===== src/rtl/fetch_stage_if.sv =====
// Fetch-stage bus bundle: instruction-memory req/ack, branch redirect and
// the valid/ready handoff to decode, seen from the fetch side (master).
interface fetch_stage_if #(
    parameter int num_bits = 32
);
    logic                imem_req;
    logic [num_bits-1:0] imem_addr;
    logic                imem_ack;
    logic [num_bits-1:0] imem_rdata;
    logic                branch_valid;
    logic [num_bits-1:0] branch_target;
    logic                instr_valid;
    logic                instr_ready;
    logic [num_bits-1:0] instr;
    logic [num_bits-1:0] instr_pc;
    logic [num_bits-1:0] instr_pc_plus8;

    modport master (
        output imem_req, imem_addr,
        input  imem_ack, imem_rdata,
        input  branch_valid, branch_target,
        output instr_valid, instr, instr_pc, instr_pc_plus8,
        input  instr_ready
    );

    modport slave (
        input  imem_req, imem_addr,
        output imem_ack, imem_rdata,
        output branch_valid, branch_target,
        input  instr_valid, instr, instr_pc, instr_pc_plus8,
        output instr_ready
    );
endinterface


===== src/rtl/fetch_stage.sv =====
// Instruction fetch: PC, single-outstanding word reads over req/ack, and a
// one-entry output buffer to decode. Branch redirects squash in-flight work.
module fetch_stage #(
    parameter int                  num_bits = 32,
    parameter logic [num_bits-1:0] reset_pc = '0
) (
    input  logic          clk,
    input  logic          reset,
    fetch_stage_if.master bus
);
    typedef enum logic [1:0] {FETCH, DRAIN, HOLD} state_t;

    state_t              state, state_next;
    logic [num_bits-1:0] pc, pc_next;
    logic [num_bits-1:0] req_addr, req_addr_next;
    logic [num_bits-1:0] instr_q, instr_next;
    logic [num_bits-1:0] instr_pc_q, instr_pc_next;
    logic                valid_q, valid_next;
    logic [num_bits-1:0] target;

    assign target = bus.branch_target & ~num_bits'(3);

    always_ff @(posedge clk or posedge reset) begin
        if (reset) begin
            state      <= FETCH;
            pc         <= reset_pc;
            req_addr   <= reset_pc;
            instr_q    <= '0;
            instr_pc_q <= '0;
            valid_q    <= 1'b0;
        end else begin
            state      <= state_next;
            pc         <= pc_next;
            req_addr   <= req_addr_next;
            instr_q    <= instr_next;
            instr_pc_q <= instr_pc_pc_guard(instr_pc_next);
            valid_q    <= valid_next;
        end
    end

    function automatic logic [num_bits-1:0] instr_pc_pc_guard(input logic [num_bits-1:0] a);
        return a;
    endfunction

    always_comb begin
        state_next    = state;
        pc_next       = pc;
        req_addr_next = req_addr;
        instr_next    = instr_q;
        instr_pc_next = instr_pc_q;
        valid_next    = valid_q;
        case (state)
            FETCH: begin
                if (bus.branch_valid) begin
                    pc_next = target;
                    // Address must not move under an unacked request.
                    if (bus.imem_ack) req_addr_next = target;
                    else              state_next    = DRAIN;
                end else if (bus.imem_ack) begin
                    instr_next    = bus.imem_rdata;
                    instr_pc_next = req_addr;
                    valid_next    = 1'b1;
                    pc_next       = pc + num_bits'(4);
                    state_next    = HOLD;
                end
            end
            DRAIN: begin
                if (bus.branch_valid) pc_next = target;
                if (bus.imem_ack) begin
                    req_addr_next = bus.branch_valid ? target : pc;
                    state_next    = FETCH;
                end
            end
            HOLD: begin
                if (bus.branch_valid) begin
                    valid_next    = 1'b0;
                    pc_next       = target;
                    req_addr_next = target;
                    state_next    = FETCH;
                end else if (bus.instr_ready) begin
                    valid_next    = 1'b0;
                    req_addr_next = pc;
                    state_next    = FETCH;
                end
            end
            default: state_next = FETCH;
        endcase
    end

    assign bus.imem_req       = (state != HOLD) && !reset;
    assign bus.imem_addr      = req_addr;
    assign bus.instr_valid    = valid_q;
    assign bus.instr          = instr_q;
    assign bus.instr_pc       = instr_pc_q;
    assign bus.instr_pc_plus8 = instr_pc_q + num_bits'(8);
endmodule

===== src/flat_wrapper.sv =====
// flat-port wrapper written by rule: the top's interface ports become plain ports
module fetch_stage_flat 
#(
    parameter int                  num_bits = 32,
    parameter logic [num_bits-1:0] reset_pc = '0
)
  (clk, reset, bus_imem_req, bus_imem_addr, bus_imem_ack, bus_imem_rdata, bus_branch_valid, bus_branch_target, bus_instr_valid, bus_instr, bus_instr_pc, bus_instr_pc_plus8, bus_instr_ready);
  fetch_stage_if #(.num_bits(num_bits)) bus_i ();
  input  logic clk;
  input  logic reset;
  output wire logic [$bits(bus_i.imem_req)-1:0] bus_imem_req;
  output wire logic [$bits(bus_i.imem_addr)-1:0] bus_imem_addr;
  input wire logic [$bits(bus_i.imem_ack)-1:0] bus_imem_ack;
  input wire logic [$bits(bus_i.imem_rdata)-1:0] bus_imem_rdata;
  input wire logic [$bits(bus_i.branch_valid)-1:0] bus_branch_valid;
  input wire logic [$bits(bus_i.branch_target)-1:0] bus_branch_target;
  output wire logic [$bits(bus_i.instr_valid)-1:0] bus_instr_valid;
  output wire logic [$bits(bus_i.instr)-1:0] bus_instr;
  output wire logic [$bits(bus_i.instr_pc)-1:0] bus_instr_pc;
  output wire logic [$bits(bus_i.instr_pc_plus8)-1:0] bus_instr_pc_plus8;
  input wire logic [$bits(bus_i.instr_ready)-1:0] bus_instr_ready;
  assign bus_imem_req = bus_i.imem_req;
  assign bus_imem_addr = bus_i.imem_addr;
  assign bus_i.imem_ack = bus_imem_ack;
  assign bus_i.imem_rdata = bus_imem_rdata;
  assign bus_i.branch_valid = bus_branch_valid;
  assign bus_i.branch_target = bus_branch_target;
  assign bus_instr_valid = bus_i.instr_valid;
  assign bus_instr = bus_i.instr;
  assign bus_instr_pc = bus_i.instr_pc;
  assign bus_instr_pc_plus8 = bus_i.instr_pc_plus8;
  assign bus_i.instr_ready = bus_instr_ready;
  fetch_stage #(.num_bits(num_bits), .reset_pc(reset_pc)) u_core (.clk(clk), .reset(reset), .bus(bus_i));
endmodule

===== config.mk =====
export PLATFORM = sky130hd
export DESIGN_NAME = fetch_stage_flat
export DESIGN_NICKNAME = d
export VERILOG_FILES = /design/src/rtl/fetch_stage_if.sv /design/src/rtl/fetch_stage.sv /design/src/flat_wrapper.sv
export SDC_FILE = /design/constraint.sdc
export NUM_CORES = 1
export LEC_CHECK = 0
export CAP_MARGIN = 20
export CORE_ASPECT_RATIO = 0.9
export CORE_UTILIZATION = 43
export CTS_CLUSTER_SIZE = 25
export DETAILED_ROUTE_END_ITERATION = 10
export GPL_TIMING_DRIVEN = 1
export PLACE_DENSITY = 0.77
export SYNTH_ARGS = -nofsm -noshare
export SYNTH_HDL_FRONTEND = slang
export SYNTH_SLANG_ARGS = --single-unit

===== constraint.sdc =====
create_clock -name clk -period 4.7 [get_ports clk]
set_input_delay 1.175 -clock clk [delete_from_list [all_inputs] [get_ports clk]]
set_output_delay 1.175 -clock clk [all_outputs]
set_load 0.1 [all_outputs]

Word-level counts from Yosys, hierarchy flattened
Index checks and enable logic that the tools add are counted.
Storage, ports and cells
  register bits after elaboration: 131
  output and inout bits: 130
  word-level logic and storage cells: 53
Operators by class
  add/sub/neg operators: 2
  equal/unequal tests: 10
  muxes and demuxes: 22
  bitwise logic cells: 1
  reduce and logical (&&, ||, !) cells: 12
Operators with widths (count)
  32-bit two-way mux: 8
  32-bit case mux with 3 select lines: 1
  32-bit case mux with 2 select lines: 1
  32-bit by 3-bit adder with 32-bit output (second input constant): 1
  32-bit by 4-bit adder with 32-bit output (second input constant): 1
  2-bit two-way mux: 6
  2-bit inequality test (second input constant): 5
  3-bit inequality test (second input constant): 3
  4-bit AND reduction: 2
  2-bit case mux with 3 select lines: 1
  5-bit AND reduction: 1
  1-bit two-way mux: 4
  2-bit nonzero test: 2
  3-bit AND reduction: 1
  3-bit nonzero test: 1
  2-bit by 1-bit == test with 1-bit output (second input constant): 1
  2-bit == test (second input constant): 1
  2-bit zero test: 1
  1-bit case mux with 2 select lines: 1
  2-bit AND reduction: 1
  2-bit OR reduction: 1
  1-bit logical AND: 1
  1-bit zero test: 1
  1-bit inverter: 1

Logic depth before layout (Yosys ltp)
Gate-level depths: netlist (run 1).
  word-level depth: 4
  gate-level depth with buffers: 10

Least setup slack after synthesis (run 1)
No wires, ideal clock.
  path type: reg2out
  start: register u_core.instr_pc_q[12], in the netlist u_core.bus.instr_pc[12]
  end: output port bus_instr_pc_plus8[31]
  data arrival time: 3.782 ns
  data required time: 3.525 ns
  slack: -0.257 ns
  cell stages (with the launch flop): 6
  path buffers: 0
  cell sequence: dfrtp_1 > nand4_1 > or4_1 > nor2_1 > nand4_1 > xnor2_1
Between the ends
  longest elaborated chain between the ends: 1
RTL lines
  start: declaration: RTL line fetch_stage.sv:17  | logic [num_bits-1:0] instr_pc_q, instr_pc_next;
  start signal: assignment: RTL line fetch_stage.sv:36  | instr_pc_q <= instr_pc_pc_guard(instr_pc_next);
  32-bit by 4-bit adder with 32-bit output: RTL line fetch_stage.sv:95  | assign bus.instr_pc_plus8 = instr_pc_q + num_bits'(8);
  end: declaration: RTL line flat_wrapper.sv:20  | output wire logic [$bits(bus_i.instr_pc_plus8)-1:0] bus_instr_pc_plus8;
No other way between the ends.

Worst setup path in the final report (run 1)
  start: register u_core.instr_pc_q[3], in the netlist u_core.bus.instr_pc[3]
  end: output port bus_instr_pc_plus8[31]
The elaborated chain is that of the path after synthesis.

==> results.cfg, run 1 <==
[synth]
ys_seq_area_frac = 0.487
synthArstFlopShare = 1.00
ys.flop_type = dfrtp_1
syn_inst = 598
ys_types = 53
synth_top_area_share = 0.487
synthesis.nets = 673
syn_avg_cell_area_um2 = 11.3
ys_seq_elements = 131
synth_edf_count = 0
yosysTopAreaCell = dfrtp_1
ys_warn_count = 0
synth_area_leaders = dfrtp_1, mux2_2, xnor2_1
synth_area_um2 = 6730

[global_route]
grt_max_degree = 104
antenna_found_initial = 0
overflow = 0
grt_pass1_vias = 5451
grt_pass1_wl_um = 27600
grtUsageTotal = 0.219

[placement]
hpwl_um = 12500
placedCellCount = 969
gp_congestion = 0.832
post-place-ws_ns = 0.694
port_buffers = 196

[layout]
diodes = 0
layout-drive-gt1-share = 0.255
final_nets = 861
fin_cells = 1001
syn_to_final_growth_pct = 40.3

[clock_network]
clockBufferDepth = 2
postCtsSetupBuffers = 0
cts-root-buf = clkbuf_16
cts_resized = 0
cts_buffers = 17
holdBufCountCts = 0
htreeDepth = 4
clk_pin_slew_ns = 0.05
clkSinkCount = 131
clk_latency_ns = 0.42
cts_tree = done

[route]
antenna_left = 0
drc = 2
wl_per_cell_um = 17.5
dr.pass1.iters = 8
wirelength_um = 17500
first_iter_violations = 355
vias = 5470
viasPerCell = 5.46

[worst_setup_path]
cp_slowest_cell = nor2_1
critPathMaxFanout = 5
cp_common_cell = nand4_1
cp.required_ns = 3.52
worst_path_largest_cell_delay_ns = 0.58
crit_type = register to output pin
path_cells = ha_1 -> and2_1 -> nand4_1 -> nor2_1 -> nand4_1 -> xnor2_2 -> buf_4
start_kind = register
arrival_ns = 2.92
crit_path_end_kind = output pin
rrSetupSlack_ns = 2.11

[timing]
setup_viol = 0
rsz0062_at_grt = no
setup_ws_ns = 0.604
clock_skew_ns = 0.00810
tightest_slew_ns = 1.01
finalMaxSlewViolations = 0
hold_viol = 0
fmax_mhz = 244
finalCriticalPeriod_ns = 4.10
relSlewSlack = 0.322
post-route-period-util = 0.872

[die]
die-height_um = 121
io_pins = 199
die_w_um = 134
start_util = 0.439
die_area_um2 = 16200
fp-row-count = 43
core_area_um2 = 15300

[status]
status = finished with violations
violations = DRC

[hold_path]
min-delay-path-class = register to register

[flow_run]
maxCapViolations = 0
## final timing paths
| path | from | cells after the start | end |
|---|---|---|---|
| max in group asynchronous | reset | 3 | u_core.bus.instr[15] |
| hold reg to reg | u_core.pc[1] | 2 | u_core.pc[1] |
| hold / removal | u_core.pc[1] | 2 | u_core.pc[1] |
| min in group asynchronous | reset | 2 | u_core.bus.instr_valid |
| setup / recovery | u_core.bus.instr_pc[3] | 7 | bus_instr_pc_plus8[31] |
| setup reg to reg | u_core.state[0] | 7 | u_core.pc[14] |
## cell usage after synthesis, types with 2 or more instances
master,n
a32oi_1,3
nand4_1,19
or2_2,2
buf_1,3
nand2b_1,4
nor2_1,28
or4_1,2
and3_1,8
o22ai_1,7
mux2_2,123
o21ai_0,31
clkbuf_1,13
a22oi_1,4
xnor2_1,20
nand2_1,43
buf_2,14
xor2_1,7
inv_1,15
nor3_1,4
o31ai_1,6
nor3b_1,2
o22a_1,2
a31oi_1,8
and2_1,5
o21a_1,2
o211ai_1,5
buf_4,4
ha_1,6
a22o_1,4
nand3_1,26
and4_1,4
dfrtp_1,131
a21oi_1,17
a2bb2oi_1,6
nor4_4,2
## sequential cells by signal (all words and copies together), names as in the netlist
register and flops:
u_core.bus.imem_addr 32, u_core.pc 32, u_core.state 2, u_core.bus.instr 32, u_core.bus.instr_valid 1, u_core.bus.instr_pc 32
## final cells by class
| cell class | instances | area, um^2 |
|---|---|---|
| Clock buffer | 22 | 474 |
| Clock inverter | 10 | 106 |
| Fill cell | 1204 | 5890 |
| Inverter | 16 | 65.1 |
| Multi-Input combinational cell | 416 | 3300 |
| Sequential cell | 131 | 3280 |
| Tap cell | 202 | 253 |
| Timing Repair Buffer | 204 | 1970 |
## through the flow
step	util	setup TNS, ns	hold WS (ns)	cell area [um^2]
detailed placement	0.578	0	0.486	8870
global route	0.616	0	0.521	9450
finish	0.616	0	0.500	9450
global placement	0.578	0	0.461	8870
CTS	0.616	0	0.501	9450
floorplan	-	-0.0169	0.444	6800
## critical path: cells and delay by family (launching register included)
family | cells | cell delay (ns)
buf+inv | 1 | 0.31
fa+ha+maj | 1 | 0.23
simple gates | 4 | 1.37
xor+xnor | 1 | 0.18
flops | 1 | 0.42
## cells by family after synthesis
group           share of synthesized area
xor+xnor                           0.0351
mux                                 0.207
flops                               0.487
fa+ha+maj                          0.0112
compound gates                     0.0974
simple gates                        0.128
buf+inv                            0.0344
## placed cells by master, fill, tap and decap left out, drive strengths merged, types with 7 or more instances in the layout
| master | count |
|---|---|
| o22ai | 7 |
| a21oi | 17 |
| xor2 | 7 |
| nand4 | 20 |
| a31oi | 8 |
| inv | 15 |
| buf | 30 |
| nor2 | 28 |
| o21ai | 31 |
| xnor2 | 20 |
| dfrtp | 131 |
| mux2 | 123 |
| and3 | 8 |
| clkbuf | 22 |
| clkdlybuf4s50 | 174 |
| nand2 | 43 |
| nand3 | 26 |
| clkinv | 8 |
## metal layers
metal / routed length [um] / GRT usage / vias to the layer above
li1: - / - / 2550
met5: 0 / 0 / -
met4: 284 / 0.0795 / 0
met3: 849 / 0.0512 / 27
met1: 7530 / 0.275 / 2708
met2: 8820 / 0.367 / 185
Power of run 1 is left out: the tool's default activity adds up to more than one toggle a clock period on the data nets, which glitch-free logic cannot reach.
==> inputs of run 2 (changes only) <==
--- a/config.mk
+++ b/config.mk
@@ -12,6 +12,7 @@
 export DETAILED_ROUTE_END_ITERATION = 10
 export GPL_TIMING_DRIVEN = 1
 export PLACE_DENSITY = 0.77
+export SETUP_SLACK_MARGIN = 0.05
 export SYNTH_ARGS = -nofsm -noshare
 export SYNTH_HDL_FRONTEND = slang
 export SYNTH_SLANG_ARGS = --single-unit
==> run 2 against run 1 <==
  * The run still ends with DRC left
  * Utilization grew 0.28 points
  * Highest routed layer unchanged
  * Worst setup slack improved by 0.13 ns
  * Design area rose by 0.45%
  * Via count grew 1.1%
  * Die area unchanged
  * Maximum frequency increased by 3.4%
==> results.cfg, run 2 (synthesis gave the netlist of run 1 again) <==
[timing]
setup_viol = 0
clock_skew_ns = 0.00442
hold_viol = 0
hold_slack_ns = 0.483
rsz0062_at_grt = no
tightest_slew_ns = 1.01
fmax_mhz = 252
finalCriticalPeriod_ns = 3.96
finalMaxSlewViolations = 0
post-route-period-util = 0.843
relSlewSlack = 0.324

[route]
antenna_left = 0
first_iter_violations = 284
viasPerCell = 5.52
wirelength_um = 17700
dr.pass1.iters = 8
vias = 5528
wl_per_cell_um = 17.7
drc = 1

[global_route]
grt_pass1_wl_um = 27900
overflow = 0
grt_pass1_vias = 5537
grt_max_degree = 132
grtUsageTotal = 0.222
antenna_found_initial = 0

[worst_setup_path]
r2r_start = u_core.state[0]
worstRegToRegCells = 7
critPathMaxFanout = 5
cp.required_ns = 3.52
rrSetupSlack_ns = 2.11
crit_type = register to output pin
reg2reg_to = u_core.pc[31]
arrival_ns = 2.79
start_kind = register
crit_path_end_kind = output pin

[hold_path]
min_from = u_core.pc[0]
holdPathStages = 1
hold_end = u_core.pc[0]
min-delay-path-class = register to register

[placement]
hpwl_um = 12500
port_buffers = 196
gp_congestion = 0.833

[die]
die_w_um = 134
core_area_um2 = 15300
die_area_um2 = 16200
fp-row-count = 43
start_util = 0.439
die-height_um = 121
io_pins = 199

[layout]
multiInputGateArea_um2 = 3310
syn_to_final_growth_pct = 40.9
layout_commonest_cell = clkdlybuf4s50_1
final_cell_mix = clkdlybuf4s50_1, dfrtp_1, mux2_2
layout-drive-gt1-share = 0.256
fillers = 1150
regArea_um2 = 3280
final_nets = 862
diodes = 0
final_util = 0.619

[status]
violations = DRC
status = finished with violations

[clock_network]
clockBufferDepth = 2
cts-root-buf = clkbuf_16
cts_buffers = 17
cts_resized = 0
htreeDepth = 4
clk_latency_ns = 0.42
clkSinkCount = 131
cts_tree = done
holdBufCountCts = 0
postCtsSetupBuffers = 0
clk_pin_slew_ns = 0.06

[flow_run]
maxCapViolations = 0
[run 2: cell type report]
type,instances,area share
Inverter,16,0.00672
Timing Repair Buffer,205,0.210
Clock buffer,19,0.0456
Tap cell,202,0.0266
Sequential cell,131,0.345
Multi-Input combinational cell,416,0.349
Clock inverter,13,0.0170
[run 2: through the flow]
step                std cells  instance area, um^2  setup slack, ns  setup TNS [ns]
global route             1002                 9490            0.543               0
detailed placement        970                 8890            0.667               0
CTS                      1002                 9490            0.681               0
floorplan                 598                 6810          -0.0169         -0.0169
global placement          970                 8890            0.729               0
finish                   1002                 9490            0.739               0
[run 2: worst max-delay path by stage]
stage,start,depth (start not counted),end,slack (ns)
6_report,u_core.bus.instr_pc[3],7,bus_instr_pc_plus8[31],0.74
5_1_grt,u_core.bus.instr_pc[12],6,bus_instr_pc_plus8[25],0.54
4_1_cts,u_core.bus.instr_pc[12],6,bus_instr_pc_plus8[31],0.68
3_5_place_dp,bus_branch_valid,5,u_core.bus.instr[27],0.67
3_3_place_gp,bus_branch_valid,5,u_core.bus.instr_pc[19],0.73
2_1_floorplan,u_core.bus.instr_pc[6],4,bus_instr_pc_plus8[18],-0.02
[run 2: worst max-delay path: stages, from the launching register on]
cell and delay [ns]:
dfrtp_1 0.40, ha_1 0.20, and2_1 0.25, nand4_1 0.29
nor2_1 0.52, nand4_1 0.24, xnor2_2 0.16, buf_4 0.30
[run 2: per-layer routing]
metal / track usage / vias up / wire [um]
met5: 0 / - / 0
met4: 0.0831 / 0 / 283
met3: 0.0453 / 21 / 894
met2: 0.372 / 184 / 8990
met1: 0.281 / 2774 / 7550
li1: - / 2549 / -
Power of run 2 is left out for the same reason.
==> inputs of run 3 (changes only) <==
==> constraint.sdc (replaced) <==
create_clock -name clk -period 3.6 [get_ports clk]
set_input_delay 0.9 -clock clk [delete_from_list [all_inputs] [get_ports clk]]
set_output_delay 0.9 -clock clk [all_outputs]
set_load 0.1 [all_outputs]
==> run 3 against run 2 <==
  * The run still ends with DRC left
  * Routed wire length fell by 0.33%
  * Clock skew increased by 0.0016 ns
  * Non-clock buffer count increased by 8
  * Register-to-register slack worse by 1.1 ns
  * Count of clock-buffer cells in the layout rose by 4
  * Via count increased by 0.40%
  * Utilization up 2.0 points
  * Die area unchanged
==> results.cfg, run 3 (synthesis gave the netlist of run 1 again) <==
[timing]
post-route-period-util = 0.942
clock_skew_ns = 0.00602
setup_viol = 0
hold_viol = 0
finalCriticalPeriod_ns = 3.39
finalMaxSlewViolations = 0
relSlewSlack = 0.339
rsz0062_at_grt = yes
tightest_slew_ns = 0.989
fmax_mhz = 295
hold_slack_ns = 0.479

[worst_setup_path]
crit_family = simple AND/OR/NAND/NOR gates
critPathMaxFanout = 7
start_kind = register
arrival_ns = 2.49
cp_num_buf_inv = 1
cp_common_cell = nand4_1
cp_slowest_cell = or4_4
crit_type = register to output pin
worstRegToRegCells = 7
cp.required_ns = 2.70
path_cells = nand4_1 -> or4_4 -> nor2_2 -> nand4_1 -> xnor2_4 -> buf_12
startpoint = u_core.bus.instr_pc[13]
worst-path-stages = 6
reg2reg_to = u_core.pc[14]
rrSetupSlack_ns = 0.97
r2r_start = u_core.state[0]
worst_path_largest_cell_delay_ns = 0.56
crit_path_end_kind = output pin

[route]
viasPerCell = 5.49
vias = 5550
wl_per_cell_um = 17.5
wirelength_um = 17700
dr.pass1.iters = 9
antenna_left = 0
first_iter_violations = 425
drc = 2

[clock_network]
clkSinkCount = 131
clk_latency_ns = 0.42
clk_pin_slew_ns = 0.05
cts-root-buf = clkbuf_16
holdBufCountCts = 0
cts_buffers = 17
clockBufferDepth = 2
htreeDepth = 4
cts_tree = done

[global_route]
grt_pass1_vias = 5554
antenna_found_initial = 1
grt_pass1_wl_um = 28500
grtUsageTotal = 0.227
overflow = 0
grt_max_degree = 53

[hold_path]
min-delay-path-class = register to register
hold_end = u_core.pc[0]
min_from = u_core.pc[0]
holdPathStages = 1

[layout]
finish.instance_area_um2 = 9800
syn_to_final_growth_pct = 45.6
layout_commonest_cell = mux2_2
final_nets = 870
final_cell_mix = mux2_2, dfrtp_1, buf_4
layout-drive-gt1-share = 0.403

[placement]
port_buffers = 196
gp_congestion = 0.835
hpwl_um = 12700
placed_area_um2 = 9140

[flow_run]
maxCapViolations = 0

[die]
io_pins = 199
die-height_um = 121
fp-row-count = 43
core_area_um2 = 15300
die_area_um2 = 16200
start_util = 0.439
die_w_um = 134

[status]
violations = DRC
status = finished with violations
-- run 3: worst max-delay path by stage --
stage	endpoint	slack [ns]
3_3_place_gp	bus_instr_pc_plus8[26]	0.48
3_5_place_dp	bus_instr_pc_plus8[26]	0.42
5_1_grt	bus_instr_pc_plus8[31]	0.04
2_1_floorplan	bus_instr_pc_plus8[12]	-0.29
4_1_cts	bus_instr_pc_plus8[20]	0.06
6_report	bus_instr_pc_plus8[26]	0.21
-- run 3: layout make-up --
type	instances	area (um^2)
fill	1185	5530
multi-input combinational	416	3500
sequential	131	3300
timing repair buffer	213	2050
clock buffer	23	488
tap	202	253
clock inverter	9	150
inverter	16	63.8
antenna	1	2.50
-- run 3: stage by stage --
stage	setup TNS (ns)	setup WS, ns	utilization	std cells
floorplan	-0.653	-0.285	-	598
global placement	0	0.478	0.596	976
detailed placement	0	0.421	0.596	976
CTS	0	0.0625	0.638	1008
global route	0	0.0439	0.639	1011
finish	0	0.208	0.639	1011
-- run 3: what timing repair did --
item,in CTS,in global routing
setup endpoints to repair,3,7
setup buffers,0,2
pin swaps,0,1
resized for setup,1,1
-- run 3: layer usage --
metal / up-vias / part of all wire / global-route usage
met5: - / 0 / 0
met4: 0 / 0.011 / 0.0824
met3: 19 / 0.054 / 0.0541
met2: 182 / 0.51 / 0.374
met1: 2780 / 0.42 / 0.289
li1: 2569 / - / -
Power of run 3 is left out for the same reason.
